===== src/rtl/count_frame_pkg.sv =====
// Shared state encodings, parity-mode constants and frame defaults for the
// count_frame_tx UART framer.
package count_frame_pkg;

  typedef enum logic [1:0] {
    FRM_IDLE,
    FRM_SYNC,
    FRM_DATA,
    FRM_CHK
  } frame_state_e;

  typedef enum logic [2:0] {
    BYTE_IDLE,
    BYTE_START,
    BYTE_DATA,
    BYTE_PARITY,
    BYTE_STOP
  } byte_state_e;

  localparam int PARITY_NONE = 0;
  localparam int PARITY_EVEN = 1;
  localparam int PARITY_ODD  = 2;

  localparam logic [7:0] DEFAULT_SYNC_BYTE = 8'hA5;

  // Even mode makes the total count of ones even; odd mode makes it odd.
  function automatic logic parity_bit(input logic [7:0] data, input int mode);
    return (mode == PARITY_ODD) ? ~(^data) : (^data);
  endfunction

endpackage


===== src/rtl/count_frame_tx_if.sv =====
// Byte-level valid/ready handshake between the frame sequencer and the
// UART byte serialiser.
interface count_frame_tx_if;
  logic       byte_valid;
  logic [7:0] byte_data;
  logic       byte_ready;

  modport master (output byte_valid, output byte_data, input byte_ready);
  modport slave  (input byte_valid, input byte_data, output byte_ready);
endinterface


===== src/rtl/uart_byte_tx.sv =====
// UART byte serialiser: start, 8 data bits LSB first, optional parity, stop bits.
// Ready rises in the final stop-bit cycle so the next byte follows with no gap.
module uart_byte_tx
  import count_frame_pkg::*;
#(
  parameter int CLKS_PER_BIT = 434,
  parameter int PARITY_MODE  = PARITY_NONE,
  parameter int STOP_BITS    = 1
) (
  input  logic             i_Clk,
  input  logic             i_Rst_n,
  count_frame_tx_if.slave  byte_if,
  output logic             o_Tx_Serial
);

  localparam logic [15:0] LAST_CNT  = 16'(CLKS_PER_BIT - 1);
  localparam logic        LAST_STOP = 1'(STOP_BITS - 1);

  byte_state_e state_q, state_d;
  logic [15:0] cnt_q, cnt_d;
  logic [2:0]  bit_idx_q, bit_idx_d;
  logic        stop_idx_q, stop_idx_d;
  logic [7:0]  data_q, data_d;
  logic        tx_q, tx_d;
  logic        bit_end;
  logic        ready;

  assign bit_end = (cnt_q == LAST_CNT);
  assign ready   = (state_q == BYTE_IDLE) ||
                   ((state_q == BYTE_STOP) && bit_end && (stop_idx_q == LAST_STOP));
  assign byte_if.byte_ready = ready;
  assign o_Tx_Serial        = tx_q;

  always_comb begin
    state_d    = state_q;
    cnt_d      = (state_q == BYTE_IDLE || bit_end) ? 16'd0 : cnt_q + 16'd1;
    bit_idx_d  = bit_idx_q;
    stop_idx_d = stop_idx_q;
    data_d     = data_q;
    tx_d       = tx_q;
    unique case (state_q)
      BYTE_IDLE: ;
      BYTE_START: begin
        if (bit_end) begin
          state_d   = BYTE_DATA;
          bit_idx_d = 3'd0;
          tx_d      = data_q[0];
        end
      end
      BYTE_DATA: begin
        if (bit_end) begin
          if (bit_idx_q == 3'd7) begin
            if (PARITY_MODE != PARITY_NONE) begin
              state_d = BYTE_PARITY;
              tx_d    = parity_bit(data_q, PARITY_MODE);
            end else begin
              state_d    = BYTE_STOP;
              stop_idx_d = 1'b0;
              tx_d       = 1'b1;
            end
          end else begin
            bit_idx_d = bit_idx_q + 3'd1;
            tx_d      = data_q[bit_idx_q + 3'd1];
          end
        end
      end
      BYTE_PARITY: begin
        if (bit_end) begin
          state_d    = BYTE_STOP;
          stop_idx_d = 1'b0;
          tx_d       = 1'b1;
        end
      end
      BYTE_STOP: begin
        if (bit_end && (stop_idx_q != LAST_STOP)) stop_idx_d = stop_idx_q + 1'b1;
      end
      default: state_d = BYTE_IDLE;
    endcase
    // Handshake overrides: a waiting byte starts immediately, else go idle high.
    if (ready) begin
      if (byte_if.byte_valid) begin
        state_d = BYTE_START;
        data_d  = byte_if.byte_data;
        tx_d    = 1'b0;
      end else begin
        state_d = BYTE_IDLE;
        tx_d    = 1'b1;
      end
    end
  end

  always_ff @(posedge i_Clk or negedge i_Rst_n) begin
    if (!i_Rst_n) begin
      state_q    <= BYTE_IDLE;
      cnt_q      <= '0;
      bit_idx_q  <= '0;
      stop_idx_q <= 1'b0;
      data_q     <= '0;
      tx_q       <= 1'b1;
    end else begin
      state_q    <= state_d;
      cnt_q      <= cnt_d;
      bit_idx_q  <= bit_idx_d;
      stop_idx_q <= stop_idx_d;
      data_q     <= data_d;
      tx_q       <= tx_d;
    end
  end

endmodule


===== src/rtl/count_frame_tx.sv =====
// Frame sequencer: sends SYNC_BYTE, a counter snapshot MSB first and an XOR
// checksum over UART, then bumps the counter at frame end unless held.
module count_frame_tx
  import count_frame_pkg::*;
#(
  parameter int         CLKS_PER_BIT = 434,
  parameter int         COUNT_BYTES  = 2,
  parameter int         PARITY_MODE  = PARITY_NONE,
  parameter int         STOP_BITS    = 1,
  parameter logic [7:0] SYNC_BYTE    = DEFAULT_SYNC_BYTE
) (
  input  logic                       i_Clk,
  input  logic                       i_Rst_n,
  input  logic                       i_Enable,
  input  logic                       i_Hold,
  output logic                       o_Tx_Serial,
  output logic                       o_Tx_Active,
  output logic                       o_Frame_Done,
  output logic [8*COUNT_BYTES-1:0]   o_Count
);

  localparam int         CW       = 8 * COUNT_BYTES;
  localparam logic [1:0] LAST_IDX = 2'(COUNT_BYTES - 1);

  count_frame_tx_if byte_if ();

  frame_state_e  state_q, state_d;
  logic [CW-1:0] count_q, count_d;
  logic [CW-1:0] snap_q, snap_d;
  logic [1:0]    idx_q, idx_d;
  logic          done_q, done_d;
  logic          frame_end;

  // Byte k of the snapshot, k = 0 being the most significant.
  function automatic logic [7:0] snap_byte(input logic [CW-1:0] v, input logic [1:0] k);
    logic [CW-1:0] s;
    s = v >> (8 * (COUNT_BYTES - 1 - int'(k)));
    return s[7:0];
  endfunction

  function automatic logic [7:0] checksum(input logic [CW-1:0] v);
    logic [7:0] x;
    x = 8'h00;
    for (int i = 0; i < COUNT_BYTES; i++) x ^= v[8*i +: 8];
    return x;
  endfunction

  assign frame_end    = (state_q == FRM_CHK) && byte_if.byte_ready;
  assign o_Tx_Active  = (state_q != FRM_IDLE);
  assign o_Frame_Done = done_q;
  assign o_Count      = count_q;

  // The handshake fires in the last stop-bit cycle of the current byte, so
  // the data offered in each state is the byte that follows it.
  always_comb begin
    state_d            = state_q;
    count_d            = count_q;
    snap_d             = snap_q;
    idx_d              = idx_q;
    done_d             = 1'b0;
    byte_if.byte_valid = 1'b0;
    byte_if.byte_data  = SYNC_BYTE;
    unique case (state_q)
      FRM_IDLE: byte_if.byte_valid = i_Enable;
      FRM_SYNC: begin
        byte_if.byte_valid = 1'b1;
        byte_if.byte_data  = snap_byte(snap_q, 2'd0);
        if (byte_if.byte_ready) begin
          state_d = FRM_DATA;
          idx_d   = 2'd0;
        end
      end
      FRM_DATA: begin
        byte_if.byte_valid = 1'b1;
        if (idx_q == LAST_IDX) begin
          byte_if.byte_data = checksum(snap_q);
          if (byte_if.byte_ready) state_d = FRM_CHK;
        end else begin
          byte_if.byte_data = snap_byte(snap_q, idx_q + 2'd1);
          if (byte_if.byte_ready) idx_d = idx_q + 2'd1;
        end
      end
      FRM_CHK: begin
        byte_if.byte_valid = i_Enable;
        if (frame_end) begin
          done_d  = 1'b1;
          state_d = FRM_IDLE;
          if (!i_Hold) count_d = count_q + CW'(1);
        end
      end
      default: state_d = FRM_IDLE;
    endcase
    // A back-to-back restart snapshots the freshly incremented count.
    if ((state_q == FRM_IDLE || frame_end) && i_Enable && byte_if.byte_ready) begin
      state_d = FRM_SYNC;
      snap_d  = count_d;
    end
  end

  always_ff @(posedge i_Clk or negedge i_Rst_n) begin
    if (!i_Rst_n) begin
      state_q <= FRM_IDLE;
      count_q <= '0;
      snap_q  <= '0;
      idx_q   <= '0;
      done_q  <= 1'b0;
    end else begin
      state_q <= state_d;
      count_q <= count_d;
      snap_q  <= snap_d;
      idx_q   <= idx_d;
      done_q  <= done_d;
    end
  end

  uart_byte_tx #(
    .CLKS_PER_BIT (CLKS_PER_BIT),
    .PARITY_MODE  (PARITY_MODE),
    .STOP_BITS    (STOP_BITS)
  ) u_byte_tx (
    .i_Clk       (i_Clk),
    .i_Rst_n     (i_Rst_n),
    .byte_if     (byte_if.slave),
    .o_Tx_Serial (o_Tx_Serial)
  );

endmodule

===== config.mk =====
export PLATFORM = sky130hd
export DESIGN_NAME = count_frame_tx
export DESIGN_NICKNAME = d
export VERILOG_FILES = /design/src/rtl/count_frame_pkg.sv /design/src/rtl/count_frame_tx_if.sv /design/src/rtl/uart_byte_tx.sv /design/src/rtl/count_frame_tx.sv
export SDC_FILE = /design/constraint.sdc
export NUM_CORES = 1
export LEC_CHECK = 0
export CAP_MARGIN = 0
export CELL_PAD_IN_SITES_DETAIL_PLACEMENT = 1
export CELL_PAD_IN_SITES_GLOBAL_PLACEMENT = 2
export CORE_MARGIN = 5
export CORE_UTILIZATION = 42
export DETAILED_ROUTE_END_ITERATION = 7
export GPL_TIMING_DRIVEN = 0
export PLACE_DENSITY_LB_ADDON = 0.15
export RECOVER_POWER = 25
export SLEW_MARGIN = 20
export SYNTH_ARGS = -nofsm -noshare
export SYNTH_HDL_FRONTEND = slang
export SYNTH_HIERARCHICAL = 1
export SYNTH_SLANG_ARGS = --single-unit

===== constraint.sdc =====
create_clock -name i_Clk -period 4.5 [get_ports i_Clk]
set_clock_uncertainty 0.2 [all_clocks]
set_input_delay 0.9 -clock i_Clk [delete_from_list [all_inputs] [get_ports i_Clk]]
set_output_delay 0.9 -clock i_Clk [all_outputs]
set_load 0.03 [all_outputs]

==> After elaboration in Yosys (flattened, before gate mapping) <==
Cells that the tools add are included.
{ "word_totals": {"register_bits": 69, "latch_bits": 0, "ramBits": 0, "rom_bits": 0, "inputBits": 4, "output_inout_bits": 19, "word_cells": 120, "n_memories": 0} }
{ "classes": {"addsub": 6, "multipliers": 0, "div_mod_pow": 0, "magnitude_cmp": 1, "n_eq_ne": 28, "shifts": 1, "muxes": 44, "bitwise": 2, "n_reduce_logical": 27} }
{ "ops": {"columns": ["cell", "n"], "rows": [
  ["$mux 16", 4],
  ["$add 16x1->16 const B", 2],
  ["$shr 16x32->8", 1],
  ["$mux 3", 8],
  ["$eq 16x9->1 const B", 1],
  ["$mux 2", 8],
  ["$pmux 8 s2", 1],
  ["$ne 3x2->1 const B", 5],
  ["$reduce_and 5->1", 3],
  ["$mux 1", 14],
  ["$pmux 3 s4", 1],
  ["$reduce_and 4->1", 3],
  ["$ne 2x1->1 const B", 5],
  ["$ne 2x2->1 const B", 5],
  ["$ne 3x3->1 const B", 3],
  ["$mux 8", 1],
  ["$reduce_bool 4->1", 2],
  ["$xor 8x8->8", 1],
  ["$eq 3x2->1 const B", 2],
  ["$eq 3x3->1 const B", 2],
  ["$logic_and 1x1->1", 6],
  ["$pmux 1 s3", 2],
  ["$pmux 2 s3", 1],
  ["$pmux 3 s2", 1],
  ["19 further kinds", 27]
]} }

==> Longest topological paths before layout <==
Gate-level depths: netlist of the first run.
{ "logic_depth": {"depth_word": 10, "mapped_depth": 10, "mapped_depth_nobuf": 9} }

==> Hierarchy <==
Netlist of the first run, hierarchy kept.
{ "by_module_without_submodules": {"columns": ["mod", "n_inst", "cells_per_inst", "area_per_inst_um2", "seq_area_each_um2"], "rows": [
  ["count_frame_tx", 1, 208, 2004.4, 925.9],
  ["uart_byte_tx", 1, 164, 1727.9, 802.0]
]} }

==> Worst setup path after synthesis of the first run <==
OpenSTA, ideal clock, no wires.
{ "synth_path": {"path_type": "reg-to-reg", "start": "register u_byte_tx.cnt_q[1]", "end": "register snap_q[13]", "setup_ns": 0.082, "arrival_ns": 2.768, "required_ns": 4.218, "setup_slack_ns": 1.450, "path_stages_with_launch": 10, "n_path_buf": 0, "synth_period_minus_slack_ns": 3.050, "path_cell_list": "dfrtp_1 > inv_1 > ha_1 > or4b_1 > o41a_1 > nor3_1 > nand4_1 > or4_4 > or3_1 > a31oi_1"} }
{ "synth_via": {"elab_chain_len": 8, "elab_cells_between_ends": 10, "classes_between": "1 x eq/ne; 2 x mux; 7 x reduce/logical"} }
{ "synth_lines": {"columns": ["element", "line_no", "text"], "rows": [
  ["start, declared", "uart_byte_tx.sv:20", "logic [15:0] cnt_q, cnt_d;"],
  ["start signal, assigned", "uart_byte_tx.sv:102", "cnt_q <= cnt_d;"],
  ["$eq 16x9->1 *", "uart_byte_tx.sv:28", "assign bit_end = (cnt_q == LAST_CNT);"],
  ["$logic_and 1x1->1 * (2 in a row)", "uart_byte_tx.sv:30", "((state_q == BYTE_STOP) && bit_end && (stop_idx_q == LAST_STOP));"],
  ["$logic_or 1x1->1 *", "uart_byte_tx.sv:29", "assign ready = (state_q == BYTE_IDLE) ||"],
  ["via byte_if.byte_ready", "count_frame_tx_if.sv:6", "logic byte_ready;"],
  ["$logic_and 1x1->1", "count_frame_tx.sv:48", "assign frame_end = (state_q == FRM_CHK) && byte_if.byte_ready;"],
  ["$logic_or 1x1->1", "count_frame_tx.sv:94", "if ((state_q == FRM_IDLE || frame_end) && i_Enable && byte_if.byte_ready) begin"],
  ["$logic_and 1x1->1 (2 in a row)", "count_frame_tx.sv:94", null],
  ["end signal, assigned", "count_frame_tx.sv:110", "snap_q <= snap_d;"],
  ["end, declared", "count_frame_tx.sv:29", "logic [CW-1:0] snap_q, snap_d;"]
]} }
Mark *: on every way through the listed nets, which the timed path passes. The rest lies on a longest branch.
A chain may end at the register's enable or synchronous reset.

==> Worst setup path after layout of the first run <==
{ "layout_path": {"start": "register u_byte_tx.cnt_q[0]", "end": "register snap_q[12]"} }
Same word-level chain as after synthesis.

==> results_dict.tcl, run 1 <==
set metrics [dict create \
    startpoint_type "flip-flop" \
    min_path_cells 1 \
    synthArstFlopShare 1.00 \
    die_height_microns 104 \
    io_pins 23 \
    rows 34 \
    ir_worst_vdd_uv 169 \
    syn_area_sq_mm 0.00373 \
    finalMaxSlewViolations 31 \
    hold_viol 0 \
    cp.required_ns 4.52 \
    met2_length_microns 4720 \
    antenna_found_initial 0 \
    timing.fmax_mhz 267 \
    antenna-diode-count 0 \
    antenna_left 0 \
    max_stage_delay_ns 0.49 \
    synth_flop_cell "dfrtp_1" \
    dr.pass1.iters 4 \
    clk_latency_ns 0.35 \
    slew_headroom -0.215 \
    grt_pass1_vias 3172 \
    min_to "idx_q[1]" \
    crit_fanout 10 \
    yosys_register_bits 69 \
    final_cell_mix "68 x dfrtp_1, 43 x nor2_1, 31 x nand2_1, 22 x o21ai_0, 22 x xnor2_1" \
    register_area_sq_mm 0.00173 \
    die-area_sq_mm 0.0109 \
    leakagePower_nw 1.95 \
    grt_setup_unrepaired "no" \
    drtIter0Drc 77 \
    yosysWarnings 6 \
    die_x_microns 104 \
    reg2reg_depth 8 \
    r2r_slack_ns 0.75 \
    cts.clk_slew.worst_paths_ns 0.08 \
    crit_chain "ha_1 -> or4b_1 -> o41a_1 -> nor3_1 -> clkbuf_1 -> o211a_1 -> buf_2 -> mux2_2" \
    status "finished with violations" \
    criticalPathCategory "flip-flop to flip-flop" \
    num_vias 2868 \
    end_kind "flip-flop" \
    maxCapViolCount 1 \
    violations "capacitance limit, slew limit" \
    place.port_buffers 22 \
    dp_hpwl_microns 6740 \
    cts_resized 0 \
    cts_tree "done" \
    vias_per_cell 5.53 \
    syn_nets 388 \
    fin_nets 422 \
    layout_commonest_cell "dfrtp_1" \
    avgSynthCellArea_sq_um 10.0 \
    synth.yosys.seq_area_share 0.463 \
    numCtsBuffers 9 \
    reg2reg_to "snap_q[12]" \
    slowest_stage "nor3_1" \
    setup_viol 0 \
    drt_wl_total_microns 9240 \
    gp_congestion 0.761 \
    cts.sinks 69 \
    synth.distinct_cells 58 \
    power.density_mw_per_mm2 295 \
    cts_root_buf "clkbuf_8" \
    area_delta_synth_final_pct 16.8 \
    period_share 0.833 \
    cts.htree.levels 3 \
    place_area_sq_mm 0.00411 \
    hold_ws_ns 0.318 \
    maxUsedRoutingLayer "met4" \
    multiInputGateArea_sq_mm 0.00187 \
    core_area_sq_mm 0.00868 \
    fin_area_sq_mm 0.00436 \
    grt_max_degree 40 \
    cts_setup_buffers 0 \
    fillers 969 \
    grt-ovfl-total 0 \
    cts_hold_buf 0 \
    post-route-drc-count 0 \
    min_from "idx_q[1]" \
    min_path_type "flip-flop to flip-flop" \
    synth-edff-count 0 \
    track_usage 0.178 \
    grt_pass1_wl_microns 15800 \
    synthCells 372 \
    drt-met1-wl_microns 4260 \
    period_needed_ns 3.75 \
    worstMarginPinSlew_ns 1.82 \
    cp.arrival_ns 3.77 \
    initial_core_util 0.430 \
    drive_gt1_frac 0.131 \
    wl_met3_microns 144 \
    r2r-start "u_byte_tx/cnt_q[0]" \
    ctsLongestPathBuffers 2 \
    wl_per_cell_microns 17.8 \
]
==> worst max-delay path: cells and delay by family (launching register included) <==
family | cells | cell delay [ns]
flip-flops | 1 | 0.44
AO/OA/AOI/OAI | 2 | 0.76
multiplexers | 1 | 0.37
buffers and inverters | 2 | 0.73
AND/OR/NAND/NOR | 2 | 0.96
adder cells (fa/ha/maj) | 1 | 0.16
==> how the worst max path moves through the flow <==
stage | startpoint | depth (start not counted) | slack (ns) | end
after detailed placement | u_byte_tx/cnt_q[1] | 9 | 0.75 | snap_q[6]
final | u_byte_tx/cnt_q[0] | 8 | 0.75 | snap_q[12]
after floorplan | u_byte_tx/cnt_q[1] | 9 | 1.45 | snap_q[13]
after global routing | u_byte_tx/cnt_q[1] | 10 | 0.57 | snap_q[12]
after CTS | u_byte_tx/cnt_q[1] | 9 | 0.74 | snap_q[12]
after global placement | i_Rst_n | 1 | -0.10 | state_q[0]
==> cell usage after synthesis (all sizes together) (4+ instances only) <==
library cell / instances / area share
a21boi: 5 / 0.010
a21oi: 5 / 0.0067
a31oi: 4 / 0.0067
buf: 7 / 0.011
clkbuf: 10 / 0.010
dfrtp: 68 / 0.46
ha: 12 / 0.040
inv: 15 / 0.015
mux2: 19 / 0.065
mux2i: 10 / 0.027
nand2: 31 / 0.031
nand3: 15 / 0.021
nand3b: 4 / 0.0080
nand4: 12 / 0.022
nor2: 43 / 0.043
nor3: 10 / 0.015
nor4: 7 / 0.012
o21ai: 22 / 0.030
or3: 6 / 0.010
or4: 5 / 0.012
xnor2: 22 / 0.052
==> kinds of logic after synthesis <==
family                     count (synthesis)  share of synthesized area
xor gates and xnor gates                  24                     0.0563
AOI/OAI and AO/OA                         54                     0.0952
and+or+nand+nor                          151                      0.211
muxes                                     30                     0.0982
buffers and inverters                     32                     0.0359
DFF                                       69                      0.463
adders and majority gates                 12                     0.0402
==> through the flow <==
stage                      util  total power, mW  std cells  worst slack, ns  setup TNS, ns
final                     0.502             1.29        519            0.753              0
after global routing      0.502             1.33        519            0.572              0
after CTS                 0.503             1.30        519            0.743              0
after detailed placement  0.473            0.651        503            0.750              0
after global placement    0.471            0.649        502           -0.105          -6.79
after floorplan               -            0.633        372             1.45              0
==> sequential cells by signal (all words and copies together) (netlist names) <==
signal                 count
u_byte_tx/state_q          3
u_byte_tx/data_q           8
state_q                    2
u_byte_tx/stop_idx_q       1
u_byte_tx/cnt_q           16
o_Count                   16
idx_q                      2
snap_q                    16
u_byte_tx/bit_idx_q        3
o_Frame_Done               1
u_byte_tx/o_Tx_Serial      1
==> area by class of cell <==
| type | instances | area share |
|---|---|---|
| plain buffers | 17 | 0.0178 |
| multi-input cells | 271 | 0.429 |
| repair buffers | 23 | 0.0537 |
| clock buffers | 11 | 0.0347 |
| inverters | 15 | 0.0129 |
| well taps | 108 | 0.0310 |
| flip-flops and latches | 69 | 0.396 |
| clock inverters | 5 | 0.0244 |
==> metal layers <==
metal	global-route usage	up-vias
met2	0.304	24
met1	0.228	1448
li1	-	1386
met3	0.0261	10
met4	0.0611	0
met5	0	-
==> where the power goes <==
| group | switching, mW | total (mW) | internal (mW) |
|---|---|---|---|
| Sequential | 0 | 0.620 | 0.620 |
| Clock | 0.249 | 0.648 | 0.400 |
| Combinational | 0.0136 | 0.0178 | 0.00416 |
| Total | 0.262 | 1.29 | 1.02 |
Note: power is estimated with default switching activity, not from simulation.
==> run 2: changes to the inputs <==
--- a/config.mk
+++ b/config.mk
@@ -9,7 +9,7 @@
 export CELL_PAD_IN_SITES_DETAIL_PLACEMENT = 1
 export CELL_PAD_IN_SITES_GLOBAL_PLACEMENT = 2
 export CORE_MARGIN = 5
-export CORE_UTILIZATION = 42
+export CORE_UTILIZATION = 35
 export DETAILED_ROUTE_END_ITERATION = 7
 export GPL_TIMING_DRIVEN = 0
 export PLACE_DENSITY_LB_ADDON = 0.15
==> constraint.sdc (replaced) <==
create_clock -name i_Clk -period 3.3 [get_ports i_Clk]
set_clock_uncertainty 0.2 [all_clocks]
set_input_delay 0.66 -clock i_Clk [delete_from_list [all_inputs] [get_ports i_Clk]]
set_output_delay 0.66 -clock i_Clk [all_outputs]
set_load 0.03 [all_outputs]
==> results_dict.tcl, run 2 (synthesis gave the netlist of run 1 again) <==
set metrics [dict create \
    initial_core_util 0.360 \
    min_path_type "flip-flop to flip-flop" \
    antenna-diode-count 0 \
    gp_congestion 0.745 \
    period_share 0.973 \
    r2r-start "u_byte_tx/cnt_q[1]" \
    grt-ovfl-total 0 \
    ctsLongestPathBuffers 2 \
    grt_setup_unrepaired "yes" \
    rows 37 \
    period_needed_ns 3.21 \
    cp.arrival_ns 3.24 \
    place_area_sq_mm 0.00415 \
    r2r_slack_ns 0.09 \
    crit_fanout 4 \
    drt_wl_total_microns 9330 \
    fin_area_sq_mm 0.00440 \
    criticalPathCategory "flip-flop to flip-flop" \
    worst_slack_ns 0.0892 \
    grt_max_degree 55 \
    layout_commonest_cell "dfrtp_1" \
    die_height_microns 113 \
    multiInputGateArea_sq_mm 0.00191 \
    grt_pass1_vias 2996 \
    wl_per_cell_microns 17.0 \
    io_pins 23 \
    fillers 1195 \
    drive_gt1_frac 0.150 \
    vias_per_cell 5.22 \
    register_area_sq_mm 0.00173 \
    antenna_found_initial 0 \
    dp.cells 531 \
    core_area_sq_mm 0.0104 \
    slew_headroom 0.340 \
    reg2reg_depth 9 \
    dr.pass1.iters 4 \
    cts.sinks 69 \
    cp.required_ns 3.33 \
    cts.clk_slew.worst_paths_ns 0.07 \
    numCtsBuffers 9 \
    antenna_left 0 \
    reg2reg_to "snap_q[11]" \
    startpoint_type "flip-flop" \
    place.port_buffers 22 \
    area_delta_synth_final_pct 17.8 \
    cts.htree.levels 3 \
    num_vias 2865 \
    drtIter0Drc 100 \
    power.density_mw_per_mm2 354 \
    fin_tns_setup_ns 0 \
    setup_viol 0 \
    startpoint "u_byte_tx/cnt_q[1]" \
    track_usage 0.156 \
    cp-endpoint "snap_q[11]" \
    maxCapViolCount 0 \
    hold_viol 0 \
    grt_pass1_wl_microns 16000 \
    ir_worst_vdd_uv 169 \
    die-area_sq_mm 0.0128 \
    die_x_microns 113 \
    end_kind "flip-flop" \
    fin_cells 549 \
    dp_hpwl_microns 6840 \
    timing.fmax_mhz 311 \
    cts_tree "done" \
    finalMaxSlewViolations 0 \
    fin_nets 425 \
    worstMarginPinSlew_ns 0.990 \
    leakagePower_nw 1.96 \
    status "finished clean" \
    hold_ws_ns 0.312 \
    clk_latency_ns 0.35 \
    post-place-ws_ns -0.506 \
    cts_root_buf "clkbuf_8" \
    post-route-drc-count 0 \
    final_cell_mix "68 x dfrtp_1, 43 x nor2_1, 31 x nand2_1" \
]
==> run 2: cell types whose count changed in the layout (fill, tap and decap cells not counted), sizes merged <==
| cell | delta |
|---|---|
| clkinv | -1 |
| clkinvlp | -1 |
| clkbuf | +4 |
| buf | +2 |
| dlygate4sd3 | +1 |
| bufinv | -3 |
==> run 2: per-layer routing <==
| metal | GRT usage | share of wire | up-vias |
|---|---|---|---|
| li1 | - | - | 1385 |
| met1 | 0.217 | 0.49 | 1430 |
| met2 | 0.241 | 0.47 | 40 |
| met3 | 0.0326 | 0.025 | 10 |
| met4 | 0.0545 | 0.019 | 0 |
| met5 | 0 | 0 | - |
==> run 2: how the worst min path moves through the flow <==
stage                        startpoint             endpoint  slack [ns]  depth (start not counted)
floorplan                       i_Rst_n             idx_q[0]        0.16                          0
global placement               idx_q[1]             idx_q[1]        0.29                          1
detailed placement             idx_q[1]             idx_q[1]        0.30                          1
CTS                            idx_q[1]             idx_q[1]        0.32                          1
global route        u_byte_tx/data_q[4]  u_byte_tx/data_q[4]        0.34                          1
finish                         idx_q[1]             idx_q[1]        0.31                          1
==> run 2: critical path: stages, from the launching register on <==
cell     delay (ns)
dfrtp_1        0.40
inv_1          0.06
ha_1           0.15
or4b_4         0.47
o41a_1         0.48
nor3_4         0.23
nand4_1        0.16
or4_4          0.49
xnor2_2        0.17
mux2_2         0.27
==> run 2: layout make-up <==
| class | count | area share |
|---|---|---|
| multi-input cells | 271 | 0.434 |
| well taps | 136 | 0.0387 |
| clock buffers | 15 | 0.0447 |
| flip-flops and latches | 69 | 0.393 |
| plain buffers | 17 | 0.0208 |
| repair buffers | 26 | 0.0561 |
| inverters | 15 | 0.0128 |
==> run 2: through the flow <==
| step | utilization | power [mW] |
|---|---|---|
| after floorplan | - | 0.863 |
| after global placement | 0.398 | 0.886 |
| after detailed placement | 0.400 | 0.890 |
| after CTS | 0.422 | 1.59 |
| after global routing | 0.424 | 1.63 |
| final | 0.424 | 1.56 |
==> run 2: report_power, final <==
| part | leakage [nW] | internal [mW] | switching [mW] | total, mW |
|---|---|---|---|---|
| combinational | 0.927 | 0.00459 | 0.0186 | 0.0232 |
| clock | 0.102 | 0.373 | 0.316 | 0.689 |
| sequential | 0.935 | 0.845 | 0 | 0.845 |
| total | 1.96 | 1.22 | 0.335 | 1.56 |
==> run 2: what timing repair did <==
item | 4_1_cts | 5_1_grt
hold endpoints to repair | 15 | 0
pin swaps | 2 | 6
endpoints found under the setup margin | 24 | 11
gates resized for setup | 6 | 10
hold buffers | 1 | 0
buffers inserted | 0 | 2
==> run 3: changes to the inputs <==
--- a/config.mk
+++ b/config.mk
@@ -8,12 +8,12 @@
 export CAP_MARGIN = 0
 export CELL_PAD_IN_SITES_DETAIL_PLACEMENT = 1
 export CELL_PAD_IN_SITES_GLOBAL_PLACEMENT = 2
-export CORE_MARGIN = 5
 export CORE_UTILIZATION = 35
 export DETAILED_ROUTE_END_ITERATION = 7
 export GPL_TIMING_DRIVEN = 0
 export PLACE_DENSITY_LB_ADDON = 0.15
 export RECOVER_POWER = 25
+export SKIP_LAST_GASP = 1
 export SLEW_MARGIN = 20
 export SYNTH_ARGS = -nofsm -noshare
 export SYNTH_HDL_FRONTEND = slang
==> results_dict.tcl, run 3 (synthesis gave the netlist of run 1 again) <==
set metrics [dict create \
    status "finished with violations" \
    violations "capacitance limit, slew limit" \
    wl_per_cell_microns 16.5 \
    num_vias 2851 \
    numCtsBuffers 9 \
    place.port_buffers 22 \
    max_stage_delay_ns 0.47 \
    drtIter0Drc 94 \
    initial_core_util 0.362 \
    grt_pass1_vias 3063 \
    cts.sinks 69 \
    period_needed_ns 3.16 \
    cp.required_ns 3.33 \
    slowest_stage "or4b_4" \
    antenna_left 0 \
    startpoint_type "flip-flop" \
    fin_nets 427 \
    cts_root_buf "clkbuf_8" \
    die_x_microns 105 \
    startpoint "u_byte_tx/cnt_q[1]" \
    cp.arrival_ns 3.19 \
    leakagePower_nw 1.98 \
    slew_headroom -0.175 \
    setup_viol 0 \
    cts_tree "done" \
    grt_pass1_wl_microns 15900 \
    worstMarginPinSlew_ns 1.76 \
    die_height_microns 105 \
    layout_commonest_cell "dfrtp_1" \
    r2r-start "u_byte_tx/cnt_q[1]" \
    criticalPathCategory "flip-flop to flip-flop" \
    cts.clk_slew.worst_paths_ns 0.08 \
    fin_area_sq_mm 0.00444 \
    vias_per_cell 5.16 \
    maxCapViolCount 1 \
    cts.htree.levels 3 \
    post-route-drc-count 0 \
    period_share 0.959 \
    clk_latency_ns 0.35 \
    drt_wl_total_microns 9100 \
    core_area_sq_mm 0.0103 \
    place_area_sq_mm 0.00414 \
    antenna_found_initial 0 \
    hold_viol 0 \
    ir_worst_vdd_uv 249 \
    area_delta_synth_final_pct 19.0 \
    end_kind "flip-flop" \
    gp_congestion 0.776 \
    cts_hold_buf 0 \
    timing.fmax_mhz 316 \
    antenna-diode-count 0 \
    io_pins 23 \
    dr.pass1.iters 4 \
    track_usage 0.184 \
    die-area_sq_mm 0.0111 \
    dp_hpwl_microns 6700 \
    rows 37 \
    finalMaxSlewViolations 31 \
    grt_max_degree 40 \
    grt-ovfl-total 0 \
    crit_fanout 10 \
    final_cell_mix "67 x dfrtp_1, 43 x nor2_1, 31 x nand2_1, 22 x o21ai_0, 22 x xnor2_1" \
    min_from "u_byte_tx/data_q[3]" \
    hold_ws_ns 0.313 \
    min_path_type "flip-flop to flip-flop" \
    power.density_mw_per_mm2 376 \
    ctsLongestPathBuffers 2 \
    crit_chain "inv_1 -> ha_1 -> or4b_4 -> o41a_1 -> nor3_4 -> clkbuf_4 -> o211a_1 -> buf_4 -> mux2_2" \
    drive_gt1_frac 0.159 \
]
-- run 3: cell count changes in the layout (fill, tap and decap cells not counted), sizes merged --
cell and change:
clkbuf -3, buf +2, bufinv +2, clkinv +1, clkinvlp +1, dlygate4sd3 -1, inv +1
-- run 3: layer usage --
metal,up-vias,wire length (microns),global-route usage
met5,-,0,0
met4,0,90,0.0634
met3,9,207,0.0346
met2,36,4400,0.302
met1,1417,4400,0.242
li1,1389,-,-
-- run 3: worst paths after layout --
| path | end | slack, ns | cells after the start |
|---|---|---|---|
| worst min-delay path | u_byte_tx/data_q[3] | 0.31 | 1 |
| min in group asynchronous | snap_q[14] | 0.57 | 1 |
| worst max-delay path | snap_q[12] | 0.14 | 9 |
| worst max register to register | snap_q[12] | 0.14 | 9 |
| worst min register to register | u_byte_tx/data_q[3] | 0.31 | 1 |
| max in group asynchronous | snap_q[3] | 1.30 | 1 |
-- run 3: through the flow --
step           worst slack (ns)  instances   util  total power, mW  setup TNS (ns)
6_report                  0.137        552  0.430             1.67               0
5_1_grt                -0.00631        552  0.430             1.74        -0.00631
4_1_cts                 0.00425        548  0.426             1.70               0
3_5_place_dp             -0.490        531  0.401            0.888           -7.68
3_3_place_gp              -1.18        530  0.399            0.886          -87.56
2_1_floorplan             0.250        372      -            0.863               0
-- run 3: cell type report --
| class | instances | area [sq um] |
|---|---|---|
| inverters | 15 | 56.3 |
| clock inverters | 5 | 81.3 |
| plain buffers | 17 | 87.6 |
| flip-flops and latches | 69 | 1730 |
| fillers | 1186 | 5880 |
| multi-input cells | 271 | 1900 |
| well taps | 136 | 170 |
| repair buffers | 28 | 272 |
| clock buffers | 11 | 151 |
-- run 3: where the power goes --
group          internal (mW)  switching (mW)  leakage, nW
clock network          0.468           0.332        0.116
logic                0.00567          0.0182        0.931
registers              0.845               0        0.934
-- run 3: timing repair --
action                                  CTS  global route
endpoints found under the setup margin   25             9
resized for setup                         6             5
endpoints found under the hold margin     0             0
setup buffers                             1             4
pin swaps                                 2             6
-- run 3: worst max-delay path, delay by kind of cell (launching register included) --
family          cells  cell delay (ns)
compound gates      2             0.72
fa+ha+maj           1             0.15
buf+inv             3             0.55
flops               1             0.38
mux                 1             0.35
simple gates        2             0.68
